## config.mk

```make
export PLATFORM = sky130hd
export DESIGN_NAME = fifo_wr_ctrl
export DESIGN_NICKNAME = d
export VERILOG_FILES = /design/src/rtl/fifo_pkg.sv /design/src/rtl/fifo_gray2bin.sv /design/src/rtl/fifo_wr_ctrl.sv
export SDC_FILE = /design/constraint.sdc
export NUM_CORES = 1
export LEC_CHECK = 0
export ABC_AREA = 1
export CAP_MARGIN = 15
export CORE_MARGIN = 8
export CORE_UTILIZATION = 30
export CTS_CLUSTER_DIAMETER = 40
export DETAILED_ROUTE_END_ITERATION = 16
export PLACE_DENSITY_LB_ADDON = 0.2
export SYNTH_ARGS = -nofsm -noshare
export SYNTH_HDL_FRONTEND = slang
export SYNTH_SLANG_ARGS = --single-unit
```

## constraint.sdc

```tcl
create_clock -name clk -period 2 [get_ports clk]
set_input_delay 0.4 -clock clk [delete_from_list [all_inputs] [get_ports clk]]
set_output_delay 0.4 -clock clk [all_outputs]
set_load 0.1 [all_outputs]
```

## src/rtl/fifo_pkg.sv

```systemverilog
// -----------------------------------------------------------------------------
// fifo_pkg
//
// Shared definitions for the asynchronous FIFO's read-side and write-side
// controllers:
//   FIFO_ADDR_WIDTH : default memory address width (depth = 2**width)
//   PTR_MAX_W       : widest pointer the helper functions handle
//   depth_of()      : depth from address width
//   bin2gray()      : binary -> reflected Gray code
//   gray2bin()      : reflected Gray code -> binary
//
// The conversion functions work on a fixed wide vector. Callers zero-extend
// their pointer in and truncate the result back. Leading zeros map to leading
// zeros in both directions, so the low bits are exact for any width up to
// PTR_MAX_W.
// -----------------------------------------------------------------------------
package fifo_pkg;

  localparam int unsigned FIFO_ADDR_WIDTH = 3;
  localparam int unsigned PTR_MAX_W       = 32;

  function automatic int unsigned depth_of(input int unsigned addr_width);
    return 32'd1 << addr_width;
  endfunction

  function automatic logic [PTR_MAX_W-1:0] bin2gray(input logic [PTR_MAX_W-1:0] bin);
    return (bin >> 1) ^ bin;
  endfunction

  // Each Gray-to-binary output bit is the XOR of all Gray bits at or above it.
  // Doubling shifts build that prefix XOR in log2(PTR_MAX_W) steps.
  function automatic logic [PTR_MAX_W-1:0] gray2bin(input logic [PTR_MAX_W-1:0] gray);
    logic [PTR_MAX_W-1:0] bin;
    bin = gray;
    for (int sh = 1; sh < PTR_MAX_W; sh = sh * 2) begin
      bin = bin ^ (bin >> sh);
    end
    return bin;
  endfunction

endpackage : fifo_pkg

```

## src/rtl/fifo_gray2bin.sv

```systemverilog
// -----------------------------------------------------------------------------
// fifo_gray2bin
//
// Parameterised combinational Gray-to-binary converter.
//   width   : code width in bits
//   gray_i  : Gray-coded input
//   bin_o   : binary equivalent
// -----------------------------------------------------------------------------
module fifo_gray2bin
  import fifo_pkg::*;
#(
  parameter int unsigned width = 4
) (
  input  logic [width-1:0] gray_i,
  output logic [width-1:0] bin_o
);

  assign bin_o = width'(gray2bin(PTR_MAX_W'(gray_i)));

endmodule : fifo_gray2bin

```

## src/rtl/fifo_wr_ctrl.sv

```systemverilog
// -----------------------------------------------------------------------------
// fifo_wr_ctrl
//
// Write-domain controller for the asynchronous FIFO. It keeps the binary and
// Gray write pointers and drives the memory write strobe and address. It also
// computes full, the write-side occupancy and, optionally, almost-full. The
// read pointer arrives already synchronised into clk.
//
// Optional feature: define FIFO_ALMOST_FULL_EN to add the almost_full port.
//
// Parameters:
//   addr_width   : memory address bits; depth = 2**addr_width (>= 2)
//   af_margin    : almost_full asserts when level >= depth - af_margin
// Ports:
//   clk          : write-domain clock
//   rst          : asynchronous active-low reset
//   w_inc        : write request this cycle
//   rd_gptr_sync : Gray read pointer, synchronised to clk
//   w_en         : memory write strobe, w_inc & ~full (combinational)
//   w_addr       : memory write address (registered)
//   wr_gptr      : registered Gray write pointer for the read-side synchroniser
//   full         : registered full flag
//   level        : registered occupancy, 0 .. depth
//   almost_full  : registered almost-full flag (FIFO_ALMOST_FULL_EN only)
// -----------------------------------------------------------------------------
module fifo_wr_ctrl
  import fifo_pkg::*;
#(
  parameter int unsigned addr_width = FIFO_ADDR_WIDTH,
  parameter int unsigned af_margin  = 2
) (
  input  logic                  clk,
  input  logic                  rst,
  input  logic                  w_inc,
  input  logic [addr_width:0]   rd_gptr_sync,
  output logic                  w_en,
  output logic [addr_width-1:0] w_addr,
  output logic [addr_width:0]   wr_gptr,
  output logic                  full,
  output logic [addr_width:0]   level
`ifdef FIFO_ALMOST_FULL_EN
  ,
  output logic                  almost_full
`endif
);

  localparam int unsigned P     = addr_width + 1;
  localparam int unsigned DEPTH = depth_of(addr_width);

  // The full pattern is the read pointer with its two top Gray bits inverted.
  localparam logic [P-1:0] FULL_MASK = {2'b11, {(P-2){1'b0}}};

  if (addr_width < 2 || af_margin < 1 || af_margin > DEPTH - 1) begin : g_bad_params
    $error("fifo_wr_ctrl: addr_width must be >= 2 and af_margin in 1..depth-1");
  end

  logic [P-1:0] wbin_q, wbin_d;
  logic [P-1:0] wgray_q, wgray_d;
  logic [P-1:0] level_q, level_d;
  logic         full_q, full_d;
  logic [P-1:0] rbin;
  logic         accept;

  fifo_gray2bin #(
    .width (P)
  ) u_rd_gray2bin (
    .gray_i (rd_gptr_sync),
    .bin_o  (rbin)
  );

  assign accept = w_inc & ~full_q;

  // NOTE: every next-state signal is assigned on every path through this
  // block, so no latches are inferred.
  always_comb begin
    wbin_d  = wbin_q + P'(accept);
    wgray_d = P'(bin2gray(PTR_MAX_W'(wbin_d)));
    // Re-evaluated every cycle, so a read-pointer advance clears full even
    // when no write is requested.
    full_d  = (wgray_d == (rd_gptr_sync ^ FULL_MASK));
    // The read pointer is seen late through the synchroniser, so this value
    // can over-report but never under-report.
    level_d = wbin_d - rbin;
  end

  // NOTE: state is updated with non-blocking assignments so that every
  // register samples the pre-edge values, independent of statement order.
  always_ff @(posedge clk or negedge rst) begin
    if (!rst) begin
      wbin_q  <= '0;
      wgray_q <= '0;
      level_q <= '0;
      full_q  <= 1'b0;
    end else begin
      wbin_q  <= wbin_d;
      wgray_q <= wgray_d;
      level_q <= level_d;
      full_q  <= full_d;
    end
  end

  assign w_en    = accept;
  assign w_addr  = wbin_q[addr_width-1:0];
  assign wr_gptr = wgray_q;
  assign full    = full_q;
  assign level   = level_q;

`ifdef FIFO_ALMOST_FULL_EN
  localparam logic [P-1:0] AF_THRESH = P'(DEPTH - af_margin);

  logic almost_full_q;

  always_ff @(posedge clk or negedge rst) begin
    if (!rst) begin
      almost_full_q <= 1'b0;
    end else begin
      almost_full_q <= (level_d >= AF_THRESH);
    end
  end

  assign almost_full = almost_full_q;
`endif

endmodule : fifo_wr_ctrl
```

# Yosys cells after proc, flatten, opt, wreduce, memory -nomap -nowiden
# Cells that the tools add are included.
# W data, S select, Z words.
op_classes:
  addsub: 2
  multipliers: 0
  div: 0
  order_cmp: 0
  n_eq_ne: 1
  n_shift: 0
  muxes: 0
  n_bitwise: 9
  n_reduce_logical: 0
ops:
  columns: ["cell", "n"]
  rows:
  - ["$xor A20 B20 Y20 const B", 1]
  - ["$add A4 B1 Y4", 1]
  - ["$eq A4 B4 Y1", 1]
  - ["$sub A4 B4 Y4", 1]
  - ["$xor A3 B4 Y4", 1]
  - ["$xor A4 B1 Y4 const B", 1]
  - ["$xor A4 B2 Y4", 1]
  - ["$xor A4 B3 Y4", 1]
  - ["$xor A4 B4 Y4", 1]
  - ["$not A2 Y2", 1]
  - ["$and A1 B1 Y1", 1]
  - ["$not A1 Y1", 1]
word_totals:
  register_bits: 13
  latchBits: 0
  mem_bits_rw: 0
  romBits: 0
  in_bits: 7
  word_cells: 16
  n_memories: 0

# Depth between registers and ports, before layout
# Gate-level depths: netlist of the first run.
logic_depth:
  word_depth: 6
  mapped_depth: 13
  ltp_nobuf: 13

# Modules after synthesis
# From an unflattened synthesis of the first run, not the netlist that was laid out.
unflattened:
  hier_cells: 107
  area_unflattened_um2: 749.5
modules_own_cells:
  columns: ["module", "instances", "cells_each", "area_each_um2", "seq_area_each_um2"]
  rows:
  - ["fifo_wr_ctrl", 1, 86, 659.4, 300.3]
  - ["fifo_gray2bin", 1, 21, 90.1, 0.0]

# Worst setup path after synthesis of the first run
# OpenSTA, ideal clock, no wires.
synth_timing:
  kind: "flip-flop to flip-flop"
  start: "register full_q (netlist: full)"
  end: "register level_q[3] (netlist: level[3])"
  setup_ps: 80
  arrival_ps: 3577
  slack_ps: -1657
  stages_incl_launch_ff: 9
  n_path_buf: 0
  synth_period_minus_slack_ps: 3657
  cell_sequence: "dfrtp_1 -> nor2_1 -> ha_1 -> ha_1 -> ha_1 -> a21oi_1 -> nand2_1 -> nand2_1 -> xnor2_1"
synth_via:
  elab_chain_cells: 4
synth_rtl:
  columns: ["item", "line_no", "rtl"]
  rows:
  - ["from (decl)", "fifo_wr_ctrl.sv:60", "logic full_q, full_d;"]
  - ["from (signal assigned)", "fifo_wr_ctrl.sv:98", "full_q <= full_d;"]
  - ["$not A1 Y1", "fifo_wr_ctrl.sv:71", "assign accept = w_inc & ~full_q;"]
  - ["$and A1 B1 Y1", "fifo_wr_ctrl.sv:71", null]
  - ["net w_en", "fifo_wr_ctrl.sv:36", "output logic w_en,"]
  - ["$add A4 B1 Y4", "fifo_wr_ctrl.sv:76", "wbin_d = wbin_q + P'(accept);"]
  - ["net wbin_d[1]", "fifo_wr_ctrl.sv:57", "logic [P-1:0] wbin_q, wbin_d;"]
  - ["$sub A4 B4 Y4", "fifo_wr_ctrl.sv:83", "level_d = wbin_d - rbin;"]
  - ["net level_d[3]", "fifo_wr_ctrl.sv:59", "logic [P-1:0] level_q, level_d;"]
  - ["to (signal assigned)", "fifo_wr_ctrl.sv:97", "level_q <= level_d;"]
  - ["to (decl)", "fifo_wr_ctrl.sv:59", null]
# The timed path passes the listed nets, and every way through them passes these cells.

# Worst setup path after layout of the first run
layout_timing:
  start: "input port rd_gptr_sync[3]"
  end: "register level_q[2] (netlist: level[2])"
layout_via:
  elab_chain_cells: 6
layout_rtl:
  columns: ["item", "line_no", "rtl"]
  rows:
  - ["from (decl)", "fifo_wr_ctrl.sv:35", "input logic [addr_width:0] rd_gptr_sync,"]
  - ["$xor A4 B3 Y4", "fifo_pkg.sv:36", "bin = bin ^ (bin >> sh);"]
  - ["$xor A4 B2 Y4", "fifo_pkg.sv:36", null]
  - ["$xor A4 B1 Y4", "fifo_pkg.sv:36", null]
  - ["$xor A20 B20 Y20", "fifo_pkg.sv:36", null]
  - ["$xor A4 B4 Y4", "fifo_pkg.sv:36", null]
  - ["$sub A4 B4 Y4", "fifo_wr_ctrl.sv:83", null]
  - ["net level_d[2]", "fifo_wr_ctrl.sv:59", null]
# The timed path passes the listed nets, and every way through them passes these cells.

==> results of run 1 <==
sequential cells by signal (all words and copies together) (netlist names):
register and flops:
wbin_q 4, level 4, wr_gptr 3, full 1
area by class of cell:
type | instances | share of cell area [%]
multi-input combinational | 55 | 35.6
sequential | 12 | 28.1
tap | 28 | 3.24
inverter | 13 | 4.51
timing repair buffer | 31 | 26.1
clock buffer | 4 | 2.43
critical path: cells and delay by family:
| family | cells | cell delay (ns) |
|---|---|---|
| adder cells (fa/ha/maj) | 2 | 0.51 |
| buffers and inverters | 2 | 0.34 |
| XOR/XNOR | 4 | 0.79 |
metal layers:
metal	vias to the layer above	wire [microns]
met1	296	699
met3	0	59
li1	318	-
met5	-	0
met4	0	0
met2	12	884
worst max-delay path by stage:
stage / cells after the start / slack [ns] / endpoint / startpoint
6_report: 8 / 0.11 / level[2] / rd_gptr_sync[3]
4_1_cts: 7 / 0.12 / level[2] / rd_gptr_sync[1]
3_3_place_gp: 8 / -0.31 / level[2] / rd_gptr_sync[3]
3_5_place_dp: 8 / -0.37 / level[2] / rd_gptr_sync[3]
2_1_floorplan: 8 / -0.29 / level[3] / full
5_1_grt: 8 / -0.0001 / level[2] / rd_gptr_sync[3]
metrics by stage:
step / TNS (ns) / instance area, sq um
3_5_place_dp: -1.14 / 1040
4_1_cts: 0 / 1070
2_1_floorplan: -1.08 / 738
5_1_grt: -0.000126 / 1080
3_3_place_gp: -0.965 / 1040
6_report: 0 / 1080
cell families (layout without fill, tap and decap cells):
kind of cell / count (synthesis) / in the layout / share of synthesized area (%)
simple gates: 43 / 43 / 28.2
compound gates: 1 / 1 / 0.741
flops: 12 / 12 / 44.5
xor+xnor: 6 / 6 / 8.91
fa+ha+maj: 5 / 5 / 10.4
buf+inv: 13 / 48 / 7.23
cell usage in the layout (no fill, tap or decap), types with 3 or more instances in the layout:
| cell | n |
|---|---|
| clkbuf_4 | 3 |
| buf_4 | 22 |
| nand2_1 | 20 |
| buf_12 | 3 |
| nand3_1 | 10 |
| inv_1 | 10 |
| nand2_2 | 6 |
| dfrtp_1 | 11 |
| clkdlybuf4s50_1 | 4 |
| ha_4 | 3 |
| xor2_1 | 3 |
| inv_2 | 3 |
timing repair:
item / CTS / global route
pin swaps: 3 / 3
endpoints found under the setup margin: 3 / 1
resized for setup: 2 / 0
buffers inserted: 1 / 1
endpoints found under the hold margin: 0 / 0
==> results.json, run 1 <==
{
  "seq_area_sq_um": 304,
  "critPathLaunchType": "input port",
  "ys_ff_latch": 12,
  "outcome": "finished, final reports clean",
  "cts_tree": "done",
  "avgSynthCellArea_sq_um": 8.43,
  "drive_gt1_share_pct": 39.1,
  "die_h_microns": 63.4,
  "placed_cells": 137,
  "cp_cell_sequence": "dlygate4sd2_1 > xnor2_2 > xor2_1 > xor2_1 > ha_1 > inv_1 > fa_2 > xnor2_1",
  "slew_headroom_pct": 63.1,
  "reg2reg_slack_ns": 0.31,
  "timing.final.max_slew_violations": 0,
  "place_ws_ns": -0.374,
  "cts_root_buffer": "clkbuf_4",
  "finalSetupViolations": 0,
  "num_antenna_cells": 0,
  "grt_pass1_wl_mm": 2.95,
  "yosysWarnings": 0,
  "fin_worst_skew_ns": 0.0139,
  "num-fill-cells": 224,
  "clk_pin_slew_ns": 0.09,
  "track_usage_pct": 9.10,
  "fin_ws_ns": 0.114,
  "hpwl_mm": 1.37,
  "fp.dieW_microns": 63.4,
  "max_stage_delay_ns": 0.34,
  "dr.pass1.iters": 4,
  "grt.met3_usage_pct": 1.59,
  "core_sq_um": 2170,
  "vias": 626,
  "worst_pin_slew_ns": 0.552,
  "cpMostUsedCell": "xor2_1",
  "cp.arrival_ns": 2.03,
  "cts_hold_buf": 0,
  "layoutNonFillerInstCount": 143,
  "required_ns": 2.15,
  "holdCritPathClass": "input port to async pin",
  "grt_max_degree": 13,
  "grt_use_met2_pct": 16.0,
  "port_buffers": 19,
  "drt-total-wl_mm": 1.64,
  "synth_common_cells": "nand2_1 (23), dfrtp_1 (12), inv_1 (12)",
  "yosysTopAreaCell": "dfrtp_1",
  "critPathCaptureType": "register",
  "route.detailed.drc": 0,
  "cts.sinks": 12,
  "ys.flop_type": "dfrtp_1",
  "synthArstFlopShare_pct": 100,
  "grt_pass1_vias": 630,
  "clock.fmax_ghz": 0.530,
  "grt-ovfl-total": 0,
  "path_class": "input port to register",
  "hold_viol": 0,
  "met1_usage_pct": 10.1,
  "seq_area_frac_synth_pct": 44.5,
  "ff2ff_path_depth": 8,
  "htree_levels": 1,
  "std_cell_rows": 17,
  "cap_viol_max_count": 0,
  "r2r_end": "level[3]",
  "worstPathMaxFanout": 3,
  "final_util_pct": 49.9,
  "place_congestion": 0.702,
  "pin_count": 20,
  "ant_nets": 0,
  "synth_top_area_share_pct": 44.5,
  "antenna_found_initial": 0,
  "r2r_start": "full",
  "clockBufferDepth": 2,
  "cp_slowest_cell": "fa_2",
  "syn-num-nets": 92,
  "ys_types": 15,
  "initial_utilization_pct": 31.1,
  "synthesis.area_sq_um": 674,
  "period_needed_ns": 1.89,
  "timing.hold.ws_ns": 0.479,
  "via_per_inst": 4.38,
  "synth_edf_count": 0,
  "synth.most_common_cell": "nand2_1",
  "top_usage_layer": "met2",
  "nets": 128,
  "drtIter0Drc": 11,
  "multiInputGateArea_sq_um": 385,
  "wl_per_cell_microns": 11.5,
  "cts_made_buffers": 3,
  "synth_area_leaders": "dfrtp_1 (45%), nand2_1 (13%), nand3_1 (8.2%)",
  "area_growth_pct": 60.5,
  "dieArea_sq_um": 4020,
  "syn_inst": 80,
  "clock_latency_ns": 0.27,
  "fin_crit_sh_pct": 94.3
}
Power of run 1 is not shown: default switching activity piles up to over one toggle a cycle in this logic, so the estimate is an artifact.
==> inputs of run 2 (changes only) <==
==> constraint.sdc (replaced) <==
create_clock -name clk -period 2 [get_ports clk]
set_input_delay 0.2 -clock clk [delete_from_list [all_inputs] [get_ports clk]]
set_output_delay 0.2 -clock clk [all_outputs]
set_load 0.1 [all_outputs]
==> run 2 against run 1 <==
Effect of this change: first-iteration DRC count shrank 64%; register-to-register slack is essentially flat; via count shrank 6.5%; utilization shrank 3.7 points; die area is the same; global-route usage shrank 0.69 points; worst hold slack lost 0.21 ns; clock skew shrank 0.0091 ns; critical path depth shrank 1; critical path type unchanged.
==> results.json, run 2 (synthesis gave the netlist of run 1 again) <==
{
  "outcome": "finished, final reports clean",
  "cts_tree": "done",
  "die_h_microns": 63.4,
  "post_cts_buffers": 0,
  "dieArea_sq_um": 4020,
  "cts_root_buffer": "clkbuf_4",
  "track_usage_pct": 8.41,
  "nets": 118,
  "wl_per_cell_microns": 11.3,
  "clock_latency_ns": 0.27,
  "num-fill-cells": 225,
  "critPathCaptureType": "register",
  "fin_crit_sh_pct": 92.3,
  "ant_nets": 0,
  "grt-ovfl-total": 0,
  "drtIter0Drc": 4,
  "grt_pass1_wl_mm": 2.66,
  "hpwl_mm": 1.31,
  "finalSetupViolations": 0,
  "grt_max_degree": 13,
  "slew_headroom_pct": 65.0,
  "port_buffers": 19,
  "hold_viol": 0,
  "route.detailed.drc": 0,
  "required_ns": 2.21,
  "layout_common_cells": "nand2_1 (20), buf_4 (14), dfrtp_1 (11)",
  "via_per_inst": 4.40,
  "path_class": "input port to register",
  "fp.dieW_microns": 63.4,
  "dr.pass1.iters": 3,
  "drt-total-wl_mm": 1.51,
  "final_common_cell": "nand2_1",
  "cap_viol_max_count": 0,
  "initial_utilization_pct": 31.1,
  "cts.sinks": 12,
  "grt_pass1_vias": 603,
  "cp.arrival_ns": 2.06,
  "worstPathMaxFanout": 3,
  "drive_gt1_share_pct": 35.2,
  "worst_pin_slew_ns": 0.524,
  "vias": 585,
  "antenna_found_initial": 0,
  "clockBufferDepth": 2,
  "setup_tns_ns": 0,
  "clk_pin_slew_ns": 0.08,
  "std_cell_rows": 17,
  "reg2reg_slack_ns": 0.32,
  "period_needed_ns": 1.85,
  "grt_setup_unrepaired": "no",
  "timing.final.max_slew_violations": 0,
  "place_congestion": 0.717,
  "holdCritPathClass": "input port to async pin",
  "pin_count": 20,
  "htree_levels": 1,
  "critPathLaunchType": "input port",
  "clock.fmax_ghz": 0.541,
  "cts_made_buffers": 3,
  "num_antenna_cells": 0,
  "core_sq_um": 2170,
  "fin_worst_skew_ns": 0.00480,
  "area_growth_pct": 48.6
}
[run 2: cell count changes in the layout (fill, tap and decap cells not counted), sizes merged]
cell and delta:
clkdlybuf4s50 +2, buf -10, dlygate4sd2 -2
[run 2: repair_timing]
item | 4_1_cts | 5_1_grt
hold endpoints to repair | 0 | 0
gates resized for setup | 0 | 1
hold buffers | 0 | 0
endpoints found under the setup margin | 0 | 2
[run 2: layout make-up]
class	count	area [sq um]	share of cell area, %
timing repair buffer	21	185	18.5
multi-input combinational	55	393	39.2
tap	28	35.0	3.50
inverter	13	48.8	4.87
sequential	12	304	30.3
clock buffer	4	36.3	3.62
[run 2: worst paths after layout]
path | start | endpoint | cells after the start
min in group clk | wbin_q[0] | wbin_q[0] | 1
setup / recovery | rd_gptr_sync[3] | level[1] | 7
max in group asynchronous | rst | full | 1
hold / removal | rst | wr_gptr[1] | 1
hold reg to reg | wbin_q[0] | wbin_q[0] | 1
setup reg to reg | full | full | 10
[run 2: metrics by stage]
stage               cells  hold WS, ns  setup WS (ns)  cell area, sq um  util, %
global placement      129        0.574         -0.114               958     44.2
global route          133        0.335         0.0164              1000     46.2
detailed placement    129        0.570         -0.178               958     44.2
floorplan              80      -0.0956         -0.287               738        -
CTS                   133        0.289          0.114               995     45.8
finish                133        0.266          0.153              1000     46.2
[run 2: critical path: stages]
cell             delay, ns
clkdlybuf4s50_1       0.48
xnor2_2               0.27
xor2_2                0.20
xor2_1                0.18
ha_1                  0.16
inv_1                 0.06
fa_2                  0.52
[run 2: metal layers]
| metal | vias up | global-route usage (%) | part of all wire, % |
|---|---|---|---|
| met5 | - | 0 | 0 |
| met1 | 269 | 8.13 | 41 |
| met3 | 2 | 2.47 | 4.9 |
| met2 | 10 | 14.6 | 52 |
| li1 | 304 | - | - |
| met4 | 0 | 6.69 | 1.9 |
Power of run 2 is left out for the same reason.
==> inputs of run 3 (changes only) <==
--- a/config.mk
+++ b/config.mk
@@ -6,12 +6,13 @@
 export NUM_CORES = 1
 export LEC_CHECK = 0
 export ABC_AREA = 1
-export CAP_MARGIN = 15
 export CORE_MARGIN = 8
 export CORE_UTILIZATION = 30
+export CTS_BUF_LIST = sky130_fd_sc_hd__clkbuf_4
 export CTS_CLUSTER_DIAMETER = 40
 export DETAILED_ROUTE_END_ITERATION = 16
 export PLACE_DENSITY_LB_ADDON = 0.2
+export SETUP_SLACK_MARGIN = 0.15
 export SYNTH_ARGS = -nofsm -noshare
 export SYNTH_HDL_FRONTEND = slang
 export SYNTH_SLANG_ARGS = --single-unit
==> run 3 against run 2 <==
Effect of this change: global-route usage about the same; cell count rose by 0.75%; die area unchanged; utilization up 0.12 points; clock skew shrank 0.0034 ns; via count is 1.2% higher; maximum frequency is 7.1% higher; register-to-register slack lost 0.04 ns; worst hold slack improved by 0.020 ns; first-iteration DRC count down 50%; routed wire length grew 2.4%; count of clock-buffer cells in the layout shrank 1; critical endpoint is now level[3].
==> results.json, run 3 (synthesis gave the netlist of run 1 again) <==
{
  "cts_hold_buf": 0,
  "dieArea_sq_um": 4020,
  "clock_latency_ns": 0.27,
  "cp_slowest_cell": "dfrtp_4",
  "fin_worst_skew_ns": 0.00140,
  "clk_pin_slew_ns": 0.07,
  "wl_per_cell_microns": 11.5,
  "track_usage_pct": 8.38,
  "via_per_inst": 4.42,
  "hold_viol": 0,
  "reg2reg_slack_ns": 0.28,
  "grt-ovfl-total": 0,
  "dr.pass1.iters": 4,
  "r2r_end": "level[3]",
  "layout_common_cells": "nand2_1 (20), buf_4 (15), dfrtp_1 (11)",
  "final_common_cell": "nand2_1",
  "path_class": "register to register",
  "path_buf_inv": 0,
  "critPathCaptureType": "register",
  "final_util_pct": 46.3,
  "setup_tns_ns": 0,
  "die_h_microns": 63.4,
  "fp.dieW_microns": 63.4,
  "nets": 119,
  "cp_cell_sequence": "nor2_4 > ha_4 > ha_4 > ha_4 > a21oi_1 > nand2_1 > nand2_1 > xnor2_1",
  "timing.hold.ws_ns": 0.286,
  "cp.arrival_ns": 1.91,
  "initial_utilization_pct": 31.1,
  "r2r_start": "full",
  "hpwl_mm": 1.31,
  "grt_max_degree": 13,
  "cp_top_family": "adder cells",
  "antenna_found_initial": 0,
  "cpMostUsedCell": "ha_4",
  "outcome": "finished, final reports clean",
  "drt-total-wl_mm": 1.54,
  "worstPathMaxFanout": 7,
  "std_cell_rows": 17,
  "grt_pass1_wl_mm": 2.69,
  "ant_nets": 0,
  "core_sq_um": 2170,
  "htree_levels": 1,
  "worst_pin_slew_ns": 0.553,
  "clockBufferDepth": 2,
  "cts_root_buffer": "clkbuf_4",
  "grt_pass1_vias": 612,
  "max_stage_delay_ns": 0.49,
  "area_growth_pct": 49.0,
  "holdCritPathClass": "input port to async pin",
  "grt_setup_unrepaired": "no",
  "pin_count": 20,
  "port_buffers": 19,
  "period_needed_ns": 1.72,
  "clock.fmax_ghz": 0.580,
  "critPathLaunchType": "register",
  "required_ns": 2.19,
  "ff2ff_path_depth": 8,
  "fin_crit_sh_pct": 86.2,
  "drtIter0Drc": 2,
  "cts_tree": "done",
  "num-fill-cells": 226,
  "drive_gt1_share_pct": 34.9,
  "num_antenna_cells": 0,
  "finalSetupViolations": 0,
  "timing.final.max_slew_violations": 0,
  "place_congestion": 0.694,
  "cap_viol_max_count": 0,
  "route.detailed.drc": 0,
  "vias": 592,
  "fin_ws_ns": 0.275,
  "cts_made_buffers": 3,
  "post_cts_buffers": 0,
  "slew_headroom_pct": 63.0,
  "cts.sinks": 12,
  "place_ws_ns": -0.156
}
## run 3: cell types whose count changed in the layout (fill, tap and decap cells not counted)
| cell | before | now |
|---|---|---|
| clkdlybuf4s50_1 | 6 | 4 |
| buf_4 | 14 | 15 |
| dlymetal6s2s_1 | 0 | 2 |
| clkinv_1 | 0 | 1 |
| clkbuf_8 | 1 | 0 |
## run 3: cell type report
| type | instances | area, sq um | share of cell area [%] |
|---|---|---|---|
| Clock buffer | 3 | 22.5 | 2.24 |
| Clock inverter | 1 | 3.75 | 0.374 |
| Inverter | 13 | 48.8 | 4.86 |
| Multi-Input combinational cell | 55 | 393 | 39.1 |
| Sequential cell | 12 | 304 | 30.3 |
| Tap cell | 28 | 35.0 | 3.49 |
| Timing Repair Buffer | 22 | 198 | 19.7 |
## run 3: routing by layer
| metal | vias to the layer above | track usage, % | share of wire (%) | routed length [microns] |
|---|---|---|---|---|
| met5 | - | 0 | 0 | 0 |
| met4 | 0 | 6.69 | 1.8 | 28 |
| met3 | 2 | 1.94 | 4.7 | 72 |
| met2 | 10 | 13.9 | 52 | 805 |
| met1 | 280 | 8.86 | 41 | 637 |
| li1 | 300 | - | - | - |
## run 3: what timing repair did
item | CTS | global route
setup endpoints to repair | 2 | 3
pin swaps | 0 | 2
gates resized for setup | 1 | 2
## run 3: worst register-to-register path, cell delays in order (launching register included)
cell	delay [ns]
dfrtp_4	0.49
nor2_4	0.11
ha_4	0.17
ha_4	0.24
ha_4	0.22
a21oi_1	0.14
nand2_1	0.07
nand2_1	0.07
xnor2_1	0.13
## run 3: worst max-delay path by stage
stage / to / start / depth (start not counted)
final: level[3] / full / 8
after global routing: level[3] / full / 8
after CTS: level[2] / rd_gptr_sync[3] / 8
after detailed placement: level[2] / rd_gptr_sync[3] / 8
after global placement: level[2] / rd_gptr_sync[3] / 8
after floorplan: level[3] / full / 8
## run 3: stage by stage
stage | std cells | instance area (sq um)
after floorplan | 80 | 738
after global placement | 130 | 966
after detailed placement | 130 | 966
after CTS | 134 | 1000
after global routing | 134 | 1000
final | 134 | 1000
Power of run 3 is left out for the same reason.
